## src/rtl/pipe_mem_arbiter_pkg.sv

```systemverilog
// Shared constants and state encoding for the single-port memory arbiter.
package pipe_mem_arbiter_pkg;
  localparam int WORD_SIZE = 16;

  typedef enum logic [1:0] {
    ARB_IDLE = 2'd0,
    ARB_IF   = 2'd1,
    ARB_D    = 2'd2
  } arb_state_e;
endpackage

```

## src/rtl/pipe_mem_arbiter_sat_counter.sv

```systemverilog
// Saturating up-counter; sticks at all-ones instead of wrapping.
module pipe_mem_arbiter_sat_counter #(
  parameter int W = 16
) (
  input  logic         clk,
  input  logic         reset_n,
  input  logic         en,
  output logic [W-1:0] count
);
  always_ff @(posedge clk or negedge reset_n) begin
    if (!reset_n)                count <= '0;
    else if (en && (count != '1)) count <= count + W'(1);
  end
endmodule

```

## src/rtl/pipe_mem_arbiter.sv

```systemverilog
// Shares one memory port between instruction fetch and MEM-stage data access,
// and generates the pipeline stall signals.
module pipe_mem_arbiter #(
  parameter int WORD_SIZE   = pipe_mem_arbiter_pkg::WORD_SIZE,
  parameter int STALL_CNT_W = 16
) (
  input  logic                   clk,
  input  logic                   reset_n,
  input  logic                   if_req,
  input  logic [WORD_SIZE-1:0]   if_addr,
  input  logic                   if_cancel,
  output logic [WORD_SIZE-1:0]   if_instr,
  output logic                   if_done,
  input  logic                   d_readM,
  input  logic                   d_writeM,
  input  logic [WORD_SIZE-1:0]   d_addr,
  input  logic [WORD_SIZE-1:0]   d_wdata,
  output logic [WORD_SIZE-1:0]   d_rdata,
  output logic                   d_done,
  output logic                   stall_if,
  output logic                   stall_mem,
  output logic                   mem_read,
  output logic                   mem_write,
  output logic [WORD_SIZE-1:0]   mem_addr,
  output logic [WORD_SIZE-1:0]   mem_wdata,
  input  logic [WORD_SIZE-1:0]   mem_rdata,
  input  logic                   mem_ready,
  output logic [STALL_CNT_W-1:0] stall_cycles
);
  import pipe_mem_arbiter_pkg::*;

  arb_state_e           state;
  logic [WORD_SIZE-1:0] lat_addr;
  logic [WORD_SIZE-1:0] lat_wdata;
  logic                 lat_write;
  logic                 cancel_flag;
  logic                 d_req;

  assign d_req = d_readM | d_writeM;

  // Stalls are forced low while reset is held so every output reads zero.
  assign stall_mem = reset_n & d_req & ~d_done;
  assign stall_if  = (reset_n & if_req & ~if_done) | stall_mem;

  // Strobes decode from the async-reset state, so they drop the moment reset asserts.
  assign mem_read  = (state == ARB_IF) | ((state == ARB_D) & ~lat_write);
  assign mem_write = (state == ARB_D) & lat_write;
  assign mem_addr  = lat_addr;
  assign mem_wdata = lat_wdata;

  always_ff @(posedge clk or negedge reset_n) begin
    if (!reset_n) begin
      state       <= ARB_IDLE;
      lat_addr    <= '0;
      lat_wdata   <= '0;
      lat_write   <= 1'b0;
      cancel_flag <= 1'b0;
      if_done     <= 1'b0;
      d_done      <= 1'b0;
      if_instr    <= '0;
      d_rdata     <= '0;
    end else begin
      if_done <= 1'b0;
      d_done  <= 1'b0;
      unique case (state)
        ARB_IDLE: begin
          // Data wins: the MEM-stage instruction is older than the fetch.
          if (d_req && !d_done) begin
            state     <= ARB_D;
            lat_addr  <= d_addr;
            lat_wdata <= d_wdata;
            lat_write <= d_writeM;
          end else if (if_req && !if_done && !if_cancel) begin
            state       <= ARB_IF;
            lat_addr    <= if_addr;
            cancel_flag <= 1'b0;
          end
        end
        ARB_IF: begin
          if (if_cancel) cancel_flag <= 1'b1;
          if (mem_ready) begin
            state <= ARB_IDLE;
            // A redirect landing on the completion edge also makes this fetch stale.
            if (!(cancel_flag || if_cancel)) begin
              if_instr <= mem_rdata;
              if_done  <= 1'b1;
            end
          end
        end
        ARB_D: begin
          if (mem_ready) begin
            state  <= ARB_IDLE;
            d_done <= 1'b1;
            if (!lat_write) d_rdata <= mem_rdata;
          end
        end
        default: state <= ARB_IDLE;
      endcase
    end
  end

  pipe_mem_arbiter_sat_counter #(.W(STALL_CNT_W)) u_stall_cnt (
    .clk     (clk),
    .reset_n (reset_n),
    .en      (stall_if),
    .count   (stall_cycles)
  );
endmodule

```

## config.mk

```make
export PLATFORM = sky130hd
export DESIGN_NAME = pipe_mem_arbiter
export DESIGN_NICKNAME = d
export VERILOG_FILES = /design/src/rtl/pipe_mem_arbiter_pkg.sv /design/src/rtl/pipe_mem_arbiter_sat_counter.sv /design/src/rtl/pipe_mem_arbiter.sv
export SDC_FILE = /design/constraint.sdc
export NUM_CORES = 1
export LEC_CHECK = 0
export BUFFER_PORTS_ARGS = -buffer_cell sky130_fd_sc_hd__clkbuf_2
export CORE_MARGIN = 3
export CORE_UTILIZATION = 43
export DETAILED_ROUTE_END_ITERATION = 6
export HOLD_SLACK_MARGIN = 0.05
export PLACE_DENSITY_LB_ADDON = 0.05
export RECOVER_POWER = 25
export SLEW_MARGIN = 20
export SYNTH_ARGS = -nofsm -noshare
export SYNTH_HDL_FRONTEND = slang
export SYNTH_SLANG_ARGS = --single-unit
```

## constraint.sdc

```tcl
create_clock -name clk -period 1.8 [get_ports clk]
set_input_delay 0.09 -clock clk [delete_from_list [all_inputs] [get_ports clk]]
set_output_delay 0.09 -clock clk [all_outputs]
set_load 0.03 [all_outputs]
```

## After elaboration in Yosys (flattened, before gate mapping)

Cells that the tools add are included.

- Bits in registers: 86
- Latch bits: 0
- Bits in writable memories: 0
- ROM bits: 0
- Input bits: 71
- Output and inout port bits: 86
- Word-level logic and storage cells: 65
- Memories: 0

- Add/sub/neg operators: 1
- $mul: 0
- Div/mod/pow operators: 0
- $lt $le $gt $ge: 0
- Eq/ne operators: 8
- Shift operators: 0
- Multiplexer cells: 15
- Bitwise logic cells: 13
- Reduce and logical (&&, ||, !) cells: 18

Operator list:

| cell | number |
|---|---|
| 16-bit 2-to-1 mux | 2 |
| 16-bit by 1-bit adder with 16-bit output (second input constant) | 1 |
| 16-bit != test (second input constant) | 1 |
| 1-bit 2-to-1 mux | 8 |
| 1-bit bitwise AND | 6 |
| 2-bit 2-to-1 mux | 3 |
| 2-bit != test (second input constant) | 3 |
| 2-bit AND reduction | 3 |
| 3-bit AND reduction | 2 |
| 1-bit logical AND | 4 |
| 1-bit NOT | 4 |
| 2-bit case mux with 2 select lines | 1 |
| 4-bit AND reduction | 1 |
| 2-bit nonzero test | 2 |
| 1-bit zero test | 3 |
| 3-bit != test (second input constant) | 1 |
| 1-bit OR | 3 |
| 2-bit by 1-bit == test with 1-bit output (second input constant) | 1 |
| 2-bit == test (second input constant) | 1 |
| 2-bit zero test | 1 |
| 2-bit by 1-bit != test with 1-bit output (second input constant) | 1 |
| 1-bit case mux with 2 select lines | 1 |
| 2-bit OR reduction | 1 |
| 1-bit logical OR | 1 |

## Longest topological paths before layout

- Depth after elaboration: 6
- Gate-level depth with buffers: 6
- Mapped depth without buffers: 5

## Modules after synthesis

From an unflattened synthesis, not the netlist that was laid out.

- Cells, all modules: 262
- Area total of the unflattened synthesis: 3863.7 µm²

Modules (own cells, without submodules):

| module | instances | cells an instance | area an instance (µm²) | seq. area each (µm²) |
|---|---|---|---|---|
| pipe_mem_arbiter | 1 | 190 | 3004.1 | 1751.7 |
| pipe_mem_arbiter_sat_counter | 1 | 72 | 859.6 | 400.4 |

## Worst setup path after synthesis

Ideal clock, no wire load.

- Path kind: register to register
- Start point: register u_stall_cnt.count[0]
- End point: register u_stall_cnt.count[1]
- Library setup time: 0.125 ns
- Arrival: 1.650 ns
- Required time: 1.675 ns
- Slack: 0.025 ns
- Cell stages (with the launch flop): 6
- Buffers on the path: 0
- Period minus slack after synthesis: 1.775 ns
- Cell sequence: dfrtp_1 -> ha_1 -> and3_4 -> and4_4 -> a21oi_2 -> mux2_2

- Word-level cells in the longest chain between the ends: 2
- Elaborated cells on any way between the ends: 3
- Classes of those cells: add/sub (1); eq/ne (1); reduce/logical (1)

Ends and longest elaborated chain:

| what | RTL line | source |
|---|---|---|
| from (decl) | pipe_mem_arbiter_sat_counter.sv:8 | `output logic [W-1:0] count` |
| from (signal assigned) | pipe_mem_arbiter_sat_counter.sv:12 | `else if (en && (count != '1)) count <= count + W'(1);` |
| branches (longest 2 deep; another with 16-bit by 1-bit adder with 16-bit output) | - |  |

Parallel ways; which one is timed is not known.
A chain may end at the register's enable or synchronous reset.

## Worst setup path in the final report

- Start point: register d_done
- End point: output port stall_if

- Word-level cells in the longest chain between the ends: 3

Ends and longest elaborated chain:

| what | RTL line | source |
|---|---|---|
| from (decl) | pipe_mem_arbiter.sv:19 | `output logic d_done,` |
| from (signal assigned) | pipe_mem_arbiter.sv:59 | `d_done <= 1'b0;` |
| from (signal assigned) | pipe_mem_arbiter.sv:64 | `d_done <= 1'b0;` |
| from (signal assigned) | pipe_mem_arbiter.sv:93 | `d_done <= 1'b1;` |
| 1-bit NOT | pipe_mem_arbiter.sv:42 | `assign stall_mem = reset_n & d_req & ~d_done;` |
| 1-bit bitwise AND | pipe_mem_arbiter.sv:42 |  |
| 1-bit OR | pipe_mem_arbiter.sv:43 | `assign stall_if = (reset_n & if_req & ~if_done) \| stall_mem;` |
| to (decl) | pipe_mem_arbiter.sv:20 | `output logic stall_if,` |

Every way passes these cells.

==> summary.md <==
| Metric | Value |
|---|---|
| Post-Syn Area | `0.00372 mm2` |
| FF-to-FF End | `u_stall_cnt.count[1]` |
| Sw power | `4.16 mW` |
| Register Area | `around 0.0022 mm2` |
| FFs w/ async S/R, synth | `1.00` |
| Site Rows | `33` |
| GRT Total Usage | `0.190` |
| Placed Cells | `540` |
| Yosys reg bits | `86` |
| Clk pwr share | `0.141` |
| Max transition margin | `0.428` |
| Final hold violations | `0` |
| Logic pwr share | `0.499` |
| Clk Latency, worst-skew pair | `0.35 ns` |
| Sequential share of the synthesized area | `0.578` |
| DRT antenna net count | `0` |
| TritonCTS Buffers | `9` |
| Slew Viols, Final | `0` |
| DRT Pass-1 Iters | `4` |
| Post CTS Setup Buffer Count | `0` |
| # diodes | `0` |
| Die X | `approximately 99 um` |
| Setup Skew | `0.0153 ns` |
| CP Class | `reg -> out` |
| # setup viols final | `0` |
| Synth cell types | `between 40 and 50` |
| Wire length per cell | `14.8 um` |
| Number of global-route vias before repair | `between 3000 and 4000` |
| Hold Crit Class | `in -> reg` |
| Routability-driven placement congestion ratio | `about 0.77` |
| Crit path required time | `1.71 ns` |
| Ys flop type | `dfrtp_1` |
| CP Capture Type | `output port` |
| Worst EP arrival | `1.60 ns` |
| R2r setup slk | `roughly 0.13 ns` |
| Vias after detailed routing | `2920` |
| Final TNS setup | `0 ns` |
| CTS tree | `yes` |
| DRT Wirelength | `8950 um` |
| Layout cells sized above 1 | `0.485` |
| H-Tree Level Count | `3` |
| Most frequent cells in the layout | `clkbuf_2, dfrtp_1, mux2_2, dlygate4sd3_1, nand2_1` |
| Largest net degree at the start of global routing | `between 50 and 60` |
| Critical path startpoint category | `flip-flop` |
| Initial Util | `0.448` |
| Least-Margin Pin Slew | `0.859 ns` |
| Drt initial violations | `49` |
| Reg2reg start | `u_stall_cnt.count[1]` |
| Max Cap Viol | `0` |
| Core Footprint | `0.00830 mm2` |
| Status | `completed` |
| Area Overhead vs Synth | `44.2%` |
| Depth of the worst hold-timing path | `3` |
| Remaining DRCs | `0` |
| Synth Net Count | `roughly 360` |
| Min-delay src | `if_addr[6]` |
| Fin crit share | `0.940` |
| First-pass GRT wire length | `around 15000 um` |
| Finished Layout Cells | `a little over 600` |
| Mean area per synthesized cell | `13.2 um2` |
| Initial antenna violation count | `0` |
| Tmin final | `between 1.5 and 2 ns` |
| Die area | `0.00981 mm2` |
| Io pins | `around 160` |
| VDD IR max | `1.31 mV` |
| GRT overflow | `0` |
| Clock root buffer | `clkbuf_8` |
| Most common cell after layout, fill and taps aside | `clkbuf_2` |
| Final #Nets | `approximately 570` |
| RSZ-0062 raised after global routing | `no` |
| Clk sinks | `86` |
| Yosys warning count | `0` |
| Die Height | `about 100 um` |
| Hold Path End | `mem_addr[6]` |
| Post-synth EDFFs | `0` |
| FILL cells | `about 670` |
| Achievable Freq | `591 MHz` |
| Cells after synthesis | `approximately 280` |
| Port buffer count | `roughly 160` |
| Sequential Power Share | `0.360` |
| Reg clk slew, reported paths | `around 0.1 ns` |
| Multi-input logic area | `~0.0015 mm2` |
| Sw Ratio | `0.453` |
| Pleak | `between 2 and 3 nW` |
| Maximum clock insertion buffer count | `2` |
| Critical-path maximum fanout | `6` |
| Final HPWL DP | `about 6200 um` |
| Power Internal | `slightly above 5 mW` |
| FF-to-FF path depth | `5` |
| Power Density | `~1700 mW/mm2` |
| Vias per inst | `slightly below 5` |
## stage by stage
step	power (mW)	utilization	worst slack (ns)	hold WS, ns	area, um2
floorplan	6.46	-	0.0253	-0.206	3720
global placement	7.78	0.563	0.138	0.252	4670
detailed placement	7.87	0.563	0.0680	0.248	4670
CTS	9.26	0.646	0.0510	0.0507	5360
global route	9.77	0.646	0.0274	0.0625	5370
finish	9.19	0.646	0.108	0.0569	5370
## synth_stat cells, drive strengths merged (2+ instances only)
library cell   n  area (um2)
a211oi         5        47.5
a21oi          3        18.8
a31o           2        17.5
and2           2        12.5
and3           3        28.8
and4           3        31.3
buf            9        50.0
dfrtp         86        2150
ha             5        62.6
inv           10        37.5
mux2          50         563
mux2i         17         170
nand2         19        71.3
nand2b         2        12.5
nand3         11        55.1
nand4          6        37.5
nor2           2        7.51
nor2b          2        12.5
o21ai         18        93.8
xnor2          9        78.8
xor2           4        35.0
## kinds of logic after synthesis
| logic type | Yosys count | synth area share |
|---|---|---|
| flops | 86 | 0.578 |
| mux | 67 | 0.197 |
| simple gates | 54 | 0.0807 |
| compound gates | 36 | 0.0720 |
| buf+inv | 20 | 0.0245 |
| xor+xnor | 13 | 0.0306 |
| fa+ha+maj | 5 | 0.0168 |
## per-layer routing
metal / GRT usage / wire [um] / up-vias
met4: 0.0630 / 65 / 0
met1: 0.240 / 3790 / 1400
met3: 0.0453 / 574 / 6
met5: 0 / 0 / -
li1: - / - / 1430
met2: 0.321 / 4520 / 84
## layout make-up
class / count / share of cell area
Sequential cell: 86 / 0.401
Multi-Input combinational cell: 175 / 0.278
Timing Repair Buffer: 214 / 0.254
Clock buffer: 11 / 0.0282
Tap cell: 105 / 0.0245
Clock inverter: 5 / 0.00770
Inverter: 10 / 0.00700
## worst max path at each step
stage	startpoint	endpoint	slack, ns	cells past startpoint
2_1_floorplan	u_stall_cnt.count[0]	u_stall_cnt.count[1]	0.03	5
3_3_place_gp	d_done	mem_addr[9]	0.14	3
3_5_place_dp	d_done	mem_addr[8]	0.07	3
4_1_cts	d_done	mem_addr[1]	0.05	3
5_1_grt	u_stall_cnt.count[1]	u_stall_cnt.count[8]	0.03	5
6_report	d_done	stall_if	0.11	4
## registers in the layout, indices dropped and copies added (netlist names)
name	count
lat_write	1
state	2
mem_addr	16
if_done	1
d_rdata	16
if_instr	16
cancel_flag	1
mem_wdata	16
d_done	1
u_stall_cnt.count	16
## worst max-delay path, stage by stage (launching register included)
cell,delay (ns)
dfrtp_1,0.36
o21ba_2,0.20
o21ai_2,0.35
inv_1,0.13
clkbuf_2,0.21
## power by group through the flow
| stage | sequential, mW | clock (mW) | combinational (mW) |
|---|---|---|---|
| global placement | 3.30 | 0 | 4.48 |
| detailed placement | 3.34 | 0 | 4.53 |
| global route | 3.43 | 1.40 | 4.94 |
| CTS | 3.31 | 1.33 | 4.62 |
| finish | 3.31 | 1.30 | 4.58 |
| floorplan | 4.93 | 0 | 1.53 |
## what timing repair did
item,4_1_cts,5_1_grt
endpoints found under the setup margin,0,16
hold endpoints to repair,144,0
resized for setup,0,1
hold buffers,50,0
(Power assumes the default switching activity.)
